==> src/rtl/usb_host_pkg.sv <==
// rtl/usb_host_pkg.sv - shared encodings for the USB host port controller
// Contents: connectState encodings from the receiver, port FSM state encodings,
// and a helper that recognises a valid (low- or full-speed) attach.
package usb_host_pkg;

    typedef enum logic [1:0] {
        DISCONNECT    = 2'd0,
        LOW_SPEED     = 2'd1,
        FULL_SPEED    = 2'd2,
        CONN_RESERVED = 2'd3
    } connState_t;

    typedef enum logic [2:0] {
        ST_DISCONNECTED = 3'd0,
        ST_DEBOUNCE     = 3'd1,
        ST_BUS_RESET    = 3'd2,
        ST_RECOVERY     = 3'd3,
        ST_ENABLED      = 3'd4
    } portState_t;

    // The reserved code is treated exactly like a disconnect.
    function automatic logic isAttached(input logic [1:0] cs);
        return (cs == LOW_SPEED) || (cs == FULL_SPEED);
    endfunction

endpackage

==> src/rtl/usb_host_port_ctrl_if.sv <==
// rtl/usb_host_port_ctrl_if.sv - status/control bundle between receiver, port FSM and packet engine
// master: the port controller (samples connectState/busResetReq, drives status).
// slave:  the surrounding system (drives connectState/busResetReq, reads status).
interface usb_host_port_ctrl_if;
    logic [1:0] connectState;
    logic       busResetReq;
    logic       txForceSE0;
    logic       txGrant;
    logic       portEnable;
    logic       portFullSpeed;
    logic       connectEvent;
    logic       disconnectEvent;
    logic [2:0] portState;

    modport master (
        input  connectState, busResetReq,
        output txForceSE0, txGrant, portEnable, portFullSpeed,
               connectEvent, disconnectEvent, portState
    );

    modport slave (
        output connectState, busResetReq,
        input  txForceSE0, txGrant, portEnable, portFullSpeed,
               connectEvent, disconnectEvent, portState
    );
endinterface

==> src/rtl/usb_port_timer.sv <==
// rtl/usb_port_timer.sv - 16-bit clear/increment cycle counter with terminal compare
// Ports: clk, rst (async, active-high); clear restarts the count at 0 on the next
// edge; done is high while the registered count equals limit.
module usb_port_timer (
    input  logic        clk,
    input  logic        rst,
    input  logic        clear,
    input  logic [15:0] limit,
    output logic        done
);

    logic [15:0] count;

    always_ff @(posedge clk or posedge rst) begin
        if (rst) begin
            count <= '0;
        end else if (clear) begin
            count <= '0;
        end else begin
            count <= count + 16'd1;
        end
    end

    assign done = (count == limit);

endmodule

==> src/rtl/usb_host_port_ctrl.sv <==
// rtl/usb_host_port_ctrl.sv - USB host root-port state machine (attach debounce, bus reset, recovery)
// Ports: clk, rst (async, active-high); bus (master modport): connectState and
// busResetReq in; txForceSE0, txGrant, portEnable, portFullSpeed, connectEvent,
// disconnectEvent, portState out. All cycle parameters must be at least 1.
module usb_host_port_ctrl
    import usb_host_pkg::*;
#(
    parameter logic [15:0] DEBOUNCE_CYCLES = 16'd1000,
    parameter logic [15:0] RESET_CYCLES    = 16'd480,
    parameter logic [15:0] RECOVERY_CYCLES = 16'd200
) (
    input  logic                 clk,
    input  logic                 rst,
    usb_host_port_ctrl_if.master bus
);

    portState_t  state, stateNext;
    logic        fullSpeed;
    logic        latchSpeed;
    logic        discEvent, discEventNext;
    logic [15:0] limit;
    logic        timerDone;
    logic        attached;
    logic        speedMatch;

    assign attached   = isAttached(bus.connectState);
    assign speedMatch = (bus.connectState == (fullSpeed ? FULL_SPEED : LOW_SPEED));

    // The counter restarts on every state change, so each state times itself.
    usb_port_timer uTimer (
        .clk   (clk),
        .rst   (rst),
        .clear (stateNext != state),
        .limit (limit),
        .done  (timerDone)
    );

    always_comb begin
        stateNext     = state;
        discEventNext = 1'b0;
        latchSpeed    = 1'b0;
        limit         = 16'd0;
        case (state)
            ST_DISCONNECTED: begin
                if (attached) begin
                    stateNext  = ST_DEBOUNCE;
                    latchSpeed = 1'b1;
                end
            end
            ST_DEBOUNCE: begin
                limit = DEBOUNCE_CYCLES - 16'd1;
                // The terminal cycle always completes: connectEvent is decoded from
                // registered state only, so it must not be retracted by an input.
                if (timerDone) begin
                    stateNext = ST_BUS_RESET;
                end else if (!speedMatch) begin
                    stateNext = ST_DISCONNECTED;
                end
            end
            ST_BUS_RESET: begin
                limit = RESET_CYCLES - 16'd1;
                if (timerDone) begin
                    stateNext = ST_RECOVERY;
                end
            end
            ST_RECOVERY: begin
                limit = RECOVERY_CYCLES - 16'd1;
                if (timerDone) begin
                    if (speedMatch) begin
                        stateNext = ST_ENABLED;
                    end else begin
                        stateNext     = ST_DISCONNECTED;
                        discEventNext = 1'b1;
                    end
                end
            end
            ST_ENABLED: begin
                // Loss of the device outranks a pending reset request.
                if (!attached) begin
                    stateNext     = ST_DISCONNECTED;
                    discEventNext = 1'b1;
                end else if (bus.busResetReq) begin
                    stateNext = ST_BUS_RESET;
                end
            end
            default: begin
                stateNext = ST_DISCONNECTED;
            end
        endcase
    end

    always_ff @(posedge clk or posedge rst) begin
        if (rst) begin
            state     <= ST_DISCONNECTED;
            fullSpeed <= 1'b0;
            discEvent <= 1'b0;
        end else begin
            state     <= stateNext;
            discEvent <= discEventNext;
            if (latchSpeed) begin
                fullSpeed <= (bus.connectState == FULL_SPEED);
            end
        end
    end

    // Pure decodes of registered state, so reset clears them without a clock edge.
    assign bus.txForceSE0      = (state == ST_BUS_RESET);
    assign bus.txGrant         = (state == ST_ENABLED);
    assign bus.portEnable      = (state == ST_ENABLED);
    assign bus.portFullSpeed   = fullSpeed;
    assign bus.connectEvent    = (state == ST_DEBOUNCE) && timerDone;
    assign bus.disconnectEvent = discEvent;
    assign bus.portState       = state;

endmodule

==> src/flat_wrapper.sv <==
// flat-port wrapper written by rule: the top's interface ports become plain ports
module usb_host_port_ctrl_flat import usb_host_pkg::*;
#(
    parameter logic [15:0] DEBOUNCE_CYCLES = 16'd1000,
    parameter logic [15:0] RESET_CYCLES    = 16'd480,
    parameter logic [15:0] RECOVERY_CYCLES = 16'd200
)
  (clk, rst, bus_connectState, bus_busResetReq, bus_txForceSE0, bus_txGrant, bus_portEnable, bus_portFullSpeed, bus_connectEvent, bus_disconnectEvent, bus_portState);
  usb_host_port_ctrl_if bus_i ();
  input  logic clk;
  input  logic rst;
  input wire logic [$bits(bus_i.connectState)-1:0] bus_connectState;
  input wire logic [$bits(bus_i.busResetReq)-1:0] bus_busResetReq;
  output wire logic [$bits(bus_i.txForceSE0)-1:0] bus_txForceSE0;
  output wire logic [$bits(bus_i.txGrant)-1:0] bus_txGrant;
  output wire logic [$bits(bus_i.portEnable)-1:0] bus_portEnable;
  output wire logic [$bits(bus_i.portFullSpeed)-1:0] bus_portFullSpeed;
  output wire logic [$bits(bus_i.connectEvent)-1:0] bus_connectEvent;
  output wire logic [$bits(bus_i.disconnectEvent)-1:0] bus_disconnectEvent;
  output wire logic [$bits(bus_i.portState)-1:0] bus_portState;
  assign bus_i.connectState = bus_connectState;
  assign bus_i.busResetReq = bus_busResetReq;
  assign bus_txForceSE0 = bus_i.txForceSE0;
  assign bus_txGrant = bus_i.txGrant;
  assign bus_portEnable = bus_i.portEnable;
  assign bus_portFullSpeed = bus_i.portFullSpeed;
  assign bus_connectEvent = bus_i.connectEvent;
  assign bus_disconnectEvent = bus_i.disconnectEvent;
  assign bus_portState = bus_i.portState;
  usb_host_port_ctrl #(.DEBOUNCE_CYCLES(DEBOUNCE_CYCLES), .RESET_CYCLES(RESET_CYCLES), .RECOVERY_CYCLES(RECOVERY_CYCLES)) u_core (.clk(clk), .rst(rst), .bus(bus_i));
endmodule
==> config.mk <==
export PLATFORM = sky130hd
export DESIGN_NAME = usb_host_port_ctrl_flat
export DESIGN_NICKNAME = d
export VERILOG_FILES = /design/src/rtl/usb_host_pkg.sv /design/src/rtl/usb_host_port_ctrl_if.sv /design/src/rtl/usb_port_timer.sv /design/src/rtl/usb_host_port_ctrl.sv /design/src/flat_wrapper.sv
export SDC_FILE = /design/constraint.sdc
export NUM_CORES = 1
export LEC_CHECK = 0
export CELL_PAD_IN_SITES_DETAIL_PLACEMENT = 0
export CELL_PAD_IN_SITES_GLOBAL_PLACEMENT = 1
export CORE_MARGIN = 1.5
export CORE_UTILIZATION = 40
export DETAILED_ROUTE_END_ITERATION = 8
export PLACE_DENSITY_LB_ADDON = 0.1
export SYNTH_ARGS = -nofsm -noshare
export SYNTH_HDL_FRONTEND = slang
export SYNTH_SLANG_ARGS = --single-unit
export TNS_END_PERCENT = 20
==> constraint.sdc <==
create_clock -name clk -period 3.25 [get_ports clk]
set_input_delay 0.8125 -clock clk [delete_from_list [all_inputs] [get_ports clk]]
set_output_delay 0.8125 -clock clk [all_outputs]
set_load 0.02 [all_outputs]
[Word-level counts from Yosys, hierarchy flattened]
Cells that the tools add are included.
Word-level totals
  register bits: 21
  bits in latches: 0
  memory bits (writable): 0
  memory bits (read-only): 0
  input bits: 5
  output and inout port bits: 9
  logic and storage cells: 35
  memories: 0
Operators by class
  $add $sub $neg: 1
  $mul: 0
  divide/modulo/power cells: 0
  $lt $le $gt $ge: 0
  equality and inequality tests: 9
  shifts and indexed selects: 0
  muxes and demuxes: 18
  bitwise logic cells: 0
  reduce and logical (&&, ||, !) cells: 3
Operators by type and width (number)
  10-bit one-hot mux with 3 select lines: 1
  3-bit two-way mux: 8
  16-bit by 1-bit adder with 16-bit output, second input constant: 1
  16-bit equality test: 1
  16-bit two-way mux: 1
  3-bit one-hot mux with 5 select lines: 1
  3-bit by 2-bit equality test with 1-bit output, second input constant: 2
  1-bit two-way mux: 5
  3-bit by 1-bit equality test with 1-bit output, second input constant: 1
  3-bit equality test, second input constant: 1
  3-bit logical NOT: 1
  3-bit inequality test: 1
  2-bit by 1-bit equality test with 1-bit output, second input constant: 1
  2-bit equality test: 1
  2-bit equality test, second input constant: 1
  2-bit two-way mux: 1
  1-bit one-hot mux with 2 select lines: 1
  1-bit logical AND: 1
  1-bit logical OR: 1

[Depth between registers and ports, before layout]
Gate-level depths: netlist of the first run.
  word-level depth: 7
  mapped depth: 7
  gate-level depth less buffers: 7

[Cells and area by module]
From an unflattened synthesis of the first run, not the netlist that was laid out.
Second synthesis, totals
  cell total of the unflattened synthesis: 149
  area total of the unflattened synthesis: 1428.9 µm²
Modules (own cells, without submodules)
  usb_port_timer: instances 1, cells an instance 104, area an instance 1004.7 µm², seq. area each 400.4 µm²
  usb_host_port_ctrl: instances 1, cells an instance 45, area an instance 424.2 µm², seq. area each 125.1 µm²

[Least setup slack after synthesis of the first run]
Ideal clock, no wire load.
  kind: register -> output
  start point: register u_core.state[2] (netlist: u_core.bus.portState[2])
  end point: output bus_connectEvent
  data arrival time: 2.264 ns
  required time: 2.438 ns
  slack: 0.174 ns
  cell stages (with the launch flop): 8
  path buffers: 2
  cells stage by stage: dfrtp_1 -> clkbuf_1 -> o21bai_1 -> or3_1 -> a32o_1 -> or2_1 -> buf_6 -> nor3b_1
On the way
  longest elaborated chain between the ends: 4
  elaborated cells between the ends (all ways): 6
  classes of those cells: 4 x eq/ne; 1 x mux; 1 x reduce/logical
Ends and longest elaborated chain
  from (decl): RTL line usb_host_port_ctrl.sv:17  | portState_t state, stateNext;
  from (signal assigned): RTL line usb_host_port_ctrl.sv:98  | state <= stateNext;
  3-bit by 2-bit equality test with 1-bit output / 3-bit by 1-bit equality test with 1-bit output (equally long branches): RTL line usb_host_port_ctrl.sv:43, usb_host_port_ctrl.sv:111
  10-bit one-hot mux with 3 select lines: RTL line usb_host_port_ctrl.sv:43  | case (state)
  16-bit equality test: RTL line usb_port_timer.sv:24  | assign done = (count == limit);
  1-bit logical AND *: RTL line usb_host_port_ctrl.sv:111  | assign bus.connectEvent = (state == ST_DEBOUNCE) && timerDone;
  to (decl): RTL line flat_wrapper.sv:18  | output wire logic [$bits(bus_i.connectEvent)-1:0] bus_connectEvent;
Mark *: on every way between the ends. The rest lies on a longest branch, timed or not.

[Worst setup path in the final report of the first run]
  start point: register u_core.uTimer.count[12]
  end point: output bus_connectEvent
On the way
  longest elaborated chain between the ends: 2
Ends and longest elaborated chain
  from (decl): RTL line usb_port_timer.sv:12  | logic [15:0] count;
  from (signal assigned): RTL line usb_port_timer.sv:20  | count <= count + 16'd1;
  16-bit equality test: RTL line usb_port_timer.sv:24
  1-bit logical AND: RTL line usb_host_port_ctrl.sv:111
Every way passes these cells.

==> flow_summary_export.csv, run 1 <==
group,metric,value,unit
placement,port_buffers,13,
logic_synthesis,yosysWarnings,0,
logic_synthesis,synth_area,1310,um^2
setup_path,rrSetupSlack,1.15,ns
placement,gp_congestion,0.742,
setup_path,arrival,2.26,ns
sta,max_freq,326,MHz
global_routing,grt_pass1_wl,4500,um
logic_synthesis,yosys.area.top_type,"dfrtp_1",
logic_synthesis,synth_top_family_by_area,"simple AND/OR/NAND/NOR gates",
setup_path,critPathLaunch,"u_core.uTimer.count[12]",
detailed_routing,wl_met3,128,um
finish,syn_to_final_growth,18.1,%
clock_network,clock_latency,0.31,ns
detailed_routing,vias,1069,
sta,grt_setup_unrepaired,"false",
logic_synthesis,synth_edf_count,0,
floorplan,die_w,60.2,um
placement,post-dp-hpwl,2020,um
sta,timing.slew.headroom,44.4,%
setup_path,cp_max_fo,2,
logic_synthesis,synthSimpleGateAreaFrac,25.6,%
finish,drive_above_1_share,13.7,%
detailed_routing,firstDrtPassIters,5,
status,outcome,"complete, no violations",
setup_path,start_kind,"flip-flop",
clock_network,cts_tree,"done",
sta,finClkSkew,0.00835,ns
clock_network,hold_buffers,0,
power_and_ir_drop,irDropWorstVdd,0.389,mV
global_routing,grt_usage,16.6,%
detailed_routing,routed_wl,2690,um
detailed_routing,highest_layer,"met3",
logic_synthesis,synth_fa_ha_area_share,1.91,%
detailed_routing,drc_errors,0,
finish,final_nets,169,
placement,place_area,1520,um^2
setup_path,reg2reg_from,"u_core.uTimer.count[12]",
logic_synthesis,synth_compound_area_share,13.5,%
clock_network,cts_buffers,3,
logic_synthesis,yosysMostFrequentCell,"dfrtp_1",
floorplan,rows,20,
global_routing,grt_max_degree,22,
setup_path,r2r_cells,6,
global_routing,grt_pass1_vias,984,
run,drv_cap,0,
floorplan,boundaryPins,14,
finish,postLayoutCellArea,1540,um^2
global_routing,antenna_found_initial,0,
logic_synthesis,yosys.area_share.xor_xnor,10.7,%
logic_synthesis,yosysSeqAreaShare,40.2,%
finish,n_antenna_cell,0,
power_and_ir_drop,power_density,555,nW/um^2
floorplan,core_area,3080,um^2
logic_synthesis,postSynthCellCount,143,
logic_synthesis,syn_nets,150,
detailed_routing,via_per_inst,5.21,
clock_network,cts_root_buf,"clkbuf_4",
logic_synthesis,synth_common_cells,"dfrtp_1, a21oi_1, nor2_1, nand2_1, xor2_1",
logic_synthesis,synthFlopType,"dfrtp_1",
sta,hold_violations,0,
setup_path,endpoint_kind,"output pin",
power_and_ir_drop,p_leak,0.651,nW
clock_network,clkTransAtPathRegs,0.13,ns
floorplan,die_h,60.2,um
floorplan,die-area,3620,um^2
logic_synthesis,ys_types,41,
setup_path,crit_required,2.44,ns
detailed_routing,drt-initial-drc-count,73,
setup_path,endpoint,"bus_connectEvent",
clock_network,cts.sinks,21,
logic_synthesis,ys_ff_latch,21,
logic_synthesis,synth_top_area_share,40.2,%
global_routing,grt_overflow_total,0,
detailed_routing,ant_nets,0,
detailed_routing,wl_per_cell,13.1,um
finish,finish.utilization,50.2,%
sta,holdWs,0.517,ns
logic_synthesis,async_reset_ff_share,100,%
logic_synthesis,synth_area_per_cell,9.14,um^2
sta,period_minus_slack,3.07,ns
setup_path,timing.rr.end,"u_core.bus.portState[0]",
detailed_routing,dr_wl_met2,1170,um
sta,slew_viol_final,0,
logic_synthesis,synth.area.top_cells,"dfrtp_1, xor2_1, a21oi_1, xnor2_1, nor2_1",
sta,final-setup-viol-count,0,
sta,fin_tns_setup,0,ns
clock_network,htreeDepth,1,
sta,post-route-period-util,94.5,%
detailed_routing,routedLengthMet1,1390,um
logic_synthesis,synth.area.mux_share,3.64,%
clock_network,clock_path_buffers,2,
sta,worst_slew_pin_slew,0.833,ns
floorplan,start_util,42.5,%
hold_path,worstHoldStart,"u_core.uTimer.count[0]",
setup_path,crit_type,"flip-flop to output pin",
hold_path,hp-class,"flip-flop to flip-flop",
## worst min-delay path by stage
stage | end | slack (ns) | cells after the start
finish | u_core.uTimer.count[0] | 0.52 | 1
global route | u_core.uTimer.count[0] | 0.54 | 1
CTS | u_core.uTimer.count[0] | 0.52 | 1
detailed placement | u_core.uTimer.count[0] | 0.50 | 1
global placement | u_core.uTimer.count[0] | 0.50 | 1
floorplan | u_core.uTimer.count[0] | 0.46 | 1
## state kept, by name, indices dropped and copies added, names as in the netlist
| register | count |
|---|---|
| u_core.bus.portFullSpeed | 1 |
| u_core.bus.disconnectEvent | 1 |
| u_core.bus.portState | 3 |
| u_core.uTimer.count | 16 |
## what timing repair did
item | in CTS | in global routing
setup endpoints to repair | 1 | 1
gates resized for setup | 2 | 2
gates cloned | 0 | 0
buffers inserted | 0 | 0
## cells by family (layout without fill, tap and decap cells)
logic type,after synthesis,after routing
DFF,21,21
muxes,4,4
and+or+nand+nor,60,60
buffers and inverters,12,30
adders and majority gates,2,2
xor gates and xnor gates,16,16
AOI/OAI and AO/OA,28,28
## layer usage
metal  up-vias  GRT usage [%]
met3         0           4.55
met4         0           2.86
met1       504           24.8
li1        545              -
met2        20           24.2
met5         -              0
## power breakdown
part | total (mW) | switching [mW] | internal [mW]
sequential | 0.397 | 0.0799 | 0.317
clock | 0.128 | 0.0825 | 0.0459
combinational | 0.331 | 0.160 | 0.171
## metrics by stage
stage / cells / total power, mW / worst slack [ns]
floorplan: 143 / 0.624 / 0.174
global placement: 201 / 0.733 / 0.0446
detailed placement: 201 / 0.734 / 0.0650
CTS: 205 / 0.864 / 0.00423
global route: 205 / 0.924 / 0.00870
finish: 205 / 0.857 / 0.179
## cell type report
cell class	count	area [um^2]
clock buffer	3	22.5
clock inverter	1	5.00
fill	306	1530
inverter	3	11.3
multi-input combinational	110	724
sequential	21	526
tap	44	55.1
timing repair buffer	23	200
## worst max-delay path: stages, from the launching register on
cell and delay [ns]:
dfrtp_1 0.39, or4_4 0.54, nor4_2 0.21, nand4_1 0.14
or2_1 0.27, nor3b_1 0.21, clkbuf_2 0.20
## cells in the final DEF, fill, tap and decap left out, types with 2 or more instances in the layout
cell,netlist,final
nor2_1,12,12
clkdlybuf4s50_1,0,12
nand2_1,10,10
mux2_2,2,2
nand4_1,6,6
clkbuf_4,0,3
inv_1,3,3
and2_1,3,3
nor3_1,5,5
and4_1,2,2
buf_4,1,10
a21oi_1,15,15
or3_1,3,3
nand3_1,6,6
o21ai_0,3,3
dfrtp_1,21,21
xnor2_1,7,7
a211oi_1,2,2
nor2b_1,2,2
xor2_1,9,9
nor3b_1,3,3
ha_1,2,2
Power figures use the tool's default switching activity.
==> run 2, diff against run 1 <==
GPL_TIMING_DRIVEN = 0   (was not set)
clock period = 3.3 ns   (was 3.25 ns; I/O delays follow)
==> flow_summary_export.csv, run 2 (synthesis results as in run 1) <==
group,metric,value,unit
clock_network,clock_path_buffers,2,
global_routing,grt_usage,18.0,%
floorplan,core_area,3080,um^2
placement,post-dp-hpwl,2080,um
detailed_routing,drc_errors,0,
setup_path,crit_required,2.47,ns
clock_network,htreeDepth,1,
detailed_routing,firstDrtPassIters,4,
hold_path,hp-class,"flip-flop to flip-flop",
global_routing,met2_usage,26.4,%
finish,final_nets,169,
global_routing,grt_max_degree,22,
detailed_routing,vias,1084,
sta,max_freq,311,MHz
detailed_routing,routed_wl,2850,um
power_and_ir_drop,irDropWorstVdd,0.387,mV
finish,final_common_cell,"dfrtp_1",
sta,finClkSkew,0.00130,ns
detailed_routing,drt-initial-drc-count,23,
sta,fin_tns_setup,0,ns
finish,drive_above_1_share,12.4,%
setup_path,r2r_cells,5,
detailed_routing,via_per_inst,5.29,
hold_path,hold_depth,1,
setup_path,crit_type,"flip-flop to output pin",
floorplan,die_w,60.2,um
finish,seq_area,527,um^2
setup_path,endpoint_kind,"output pin",
sta,period_minus_slack,3.21,ns
finish,postLayoutCellArea,1550,um^2
status,outcome,"complete, no violations",
finish,mostFrequentLayoutCells,"dfrtp_1, a21oi_1, nor2_1, clkdlybuf4s50_1, nand2_1",
detailed_routing,ant_nets,0,
setup_path,arrival,2.39,ns
finish,top_register,"u_core.uTimer.count",
finish,syn_to_final_growth,18.5,%
global_routing,grt_pass1_vias,1012,
sta,final-setup-viol-count,0,
sta,hold_violations,0,
global_routing,grt_use_met1,27.0,%
sta,worst_slew_pin_slew,0.807,ns
sta,holdWs,0.504,ns
finish,n_antenna_cell,0,
setup_path,cp_max_fo,5,
global_routing,grt_pass1_wl,4900,um
clock_network,clkTransAtPathRegs,0.11,ns
floorplan,die_h,60.2,um
floorplan,boundaryPins,14,
setup_path,start_kind,"flip-flop",
clock_network,cts_buffers,3,
power_and_ir_drop,finalPower,0.852,mW
global_routing,busiest_layer,"met1",
detailed_routing,wl_per_cell,13.9,um
hold_path,hold-path-endpoint,"u_core.uTimer.count[0]",
finish,nFillCells,315,
clock_network,cts.sinks,21,
floorplan,rows,20,
clock_network,hold_buffers,0,
global_routing,antenna_found_initial,0,
floorplan,start_util,42.5,%
placement,gp_congestion,0.711,
sta,timing.slew.headroom,46.1,%
floorplan,die-area,3620,um^2
clock_network,cts_root_buf,"clkbuf_4",
finish,largest_reg_flops,16,
power_and_ir_drop,p_leak,0.636,nW
sta,slew_viol_final,0,
run,drv_cap,0,
setup_path,reg2reg_from,"u_core.bus.portState[2]",
power_and_ir_drop,power_density,550,nW/um^2
finish,multi_input_area,743,um^2
placement,place_area,1490,um^2
setup_path,timing.rr.end,"u_core.uTimer.count[8]",
clock_network,clock_latency,0.30,ns
global_routing,met3_usage,3.90,%
hold_path,worstHoldStart,"u_core.uTimer.count[0]",
global_routing,grt_overflow_total,0,
clock_network,cts_tree,"done",
setup_path,rrSetupSlack,1.05,ns
sta,post-route-period-util,97.4,%
placement,port_buffers,13,
## run 2: worst max-delay path by stage
| stage | startpoint | to | cells after the start |
|---|---|---|---|
| 3_5_place_dp | u_core.uTimer.count[12] | bus_connectEvent | 7 |
| 5_1_grt | u_core.uTimer.count[12] | bus_connectEvent | 7 |
| 6_report | u_core.uTimer.count[12] | bus_connectEvent | 7 |
| 2_1_floorplan | u_core.bus.portState[2] | bus_connectEvent | 7 |
| 3_3_place_gp | u_core.uTimer.count[12] | bus_connectEvent | 7 |
| 4_1_cts | u_core.uTimer.count[12] | bus_connectEvent | 7 |
## run 2: what timing repair did
item | in CTS | in global routing
setup buffers | 0 | 2
pin swaps | 0 | 1
endpoints found under the hold margin | 0 | 0
endpoints found under the setup margin | 1 | 1
cloned | 0 | 0
gates resized for setup | 5 | 7
## run 2: cell type report
class                           count  share of cell area, %
Sequential cell                    21                   34.0
Tap cell                           44                   3.55
Timing Repair Buffer               15                   9.21
Multi-Input combinational cell    110                   48.0
Buffer                              8                   2.83
Inverter                            3                  0.727
Clock buffer                        4                   1.70
## run 2: worst max-delay path, cell delays in order, from the launching register on
cell and delay (ns):
dfrtp_1 0.43, or4_4 0.56, nor4_4 0.22, nand4_1 0.15, or2_1 0.26, buf_6 0.14
nor3b_2 0.16, buf_4 0.16
## run 2: power breakdown
part,switching (mW),internal [mW]
clock,0.0779,0.0472
sequential,0.0677,0.312
combinational,0.176,0.171
## run 2: layer usage
metal / share of wire [%] / up-vias
li1: - / 550
met4: 0.98 / 0
met2: 45 / 10
met3: 2.9 / 4
met5: 0 / -
met1: 51 / 520
## run 2: per-stage QoR
stage          worst slack (ns)  utilization, %  cells
4_1_cts                  0.0162            49.2    204
3_3_place_gp            -0.0809            48.5    200
2_1_floorplan             0.211               -    143
5_1_grt                -0.00558            50.3    205
6_report                 0.0860            50.3    205
3_5_place_dp            -0.0756            48.5    200
==> run 3, diff against run 2 <==
HOLD_SLACK_MARGIN = 0.08   (was not set)
==> results of run 3 <==
The final DEF is identical to that of run 2; final timing and power are the same.
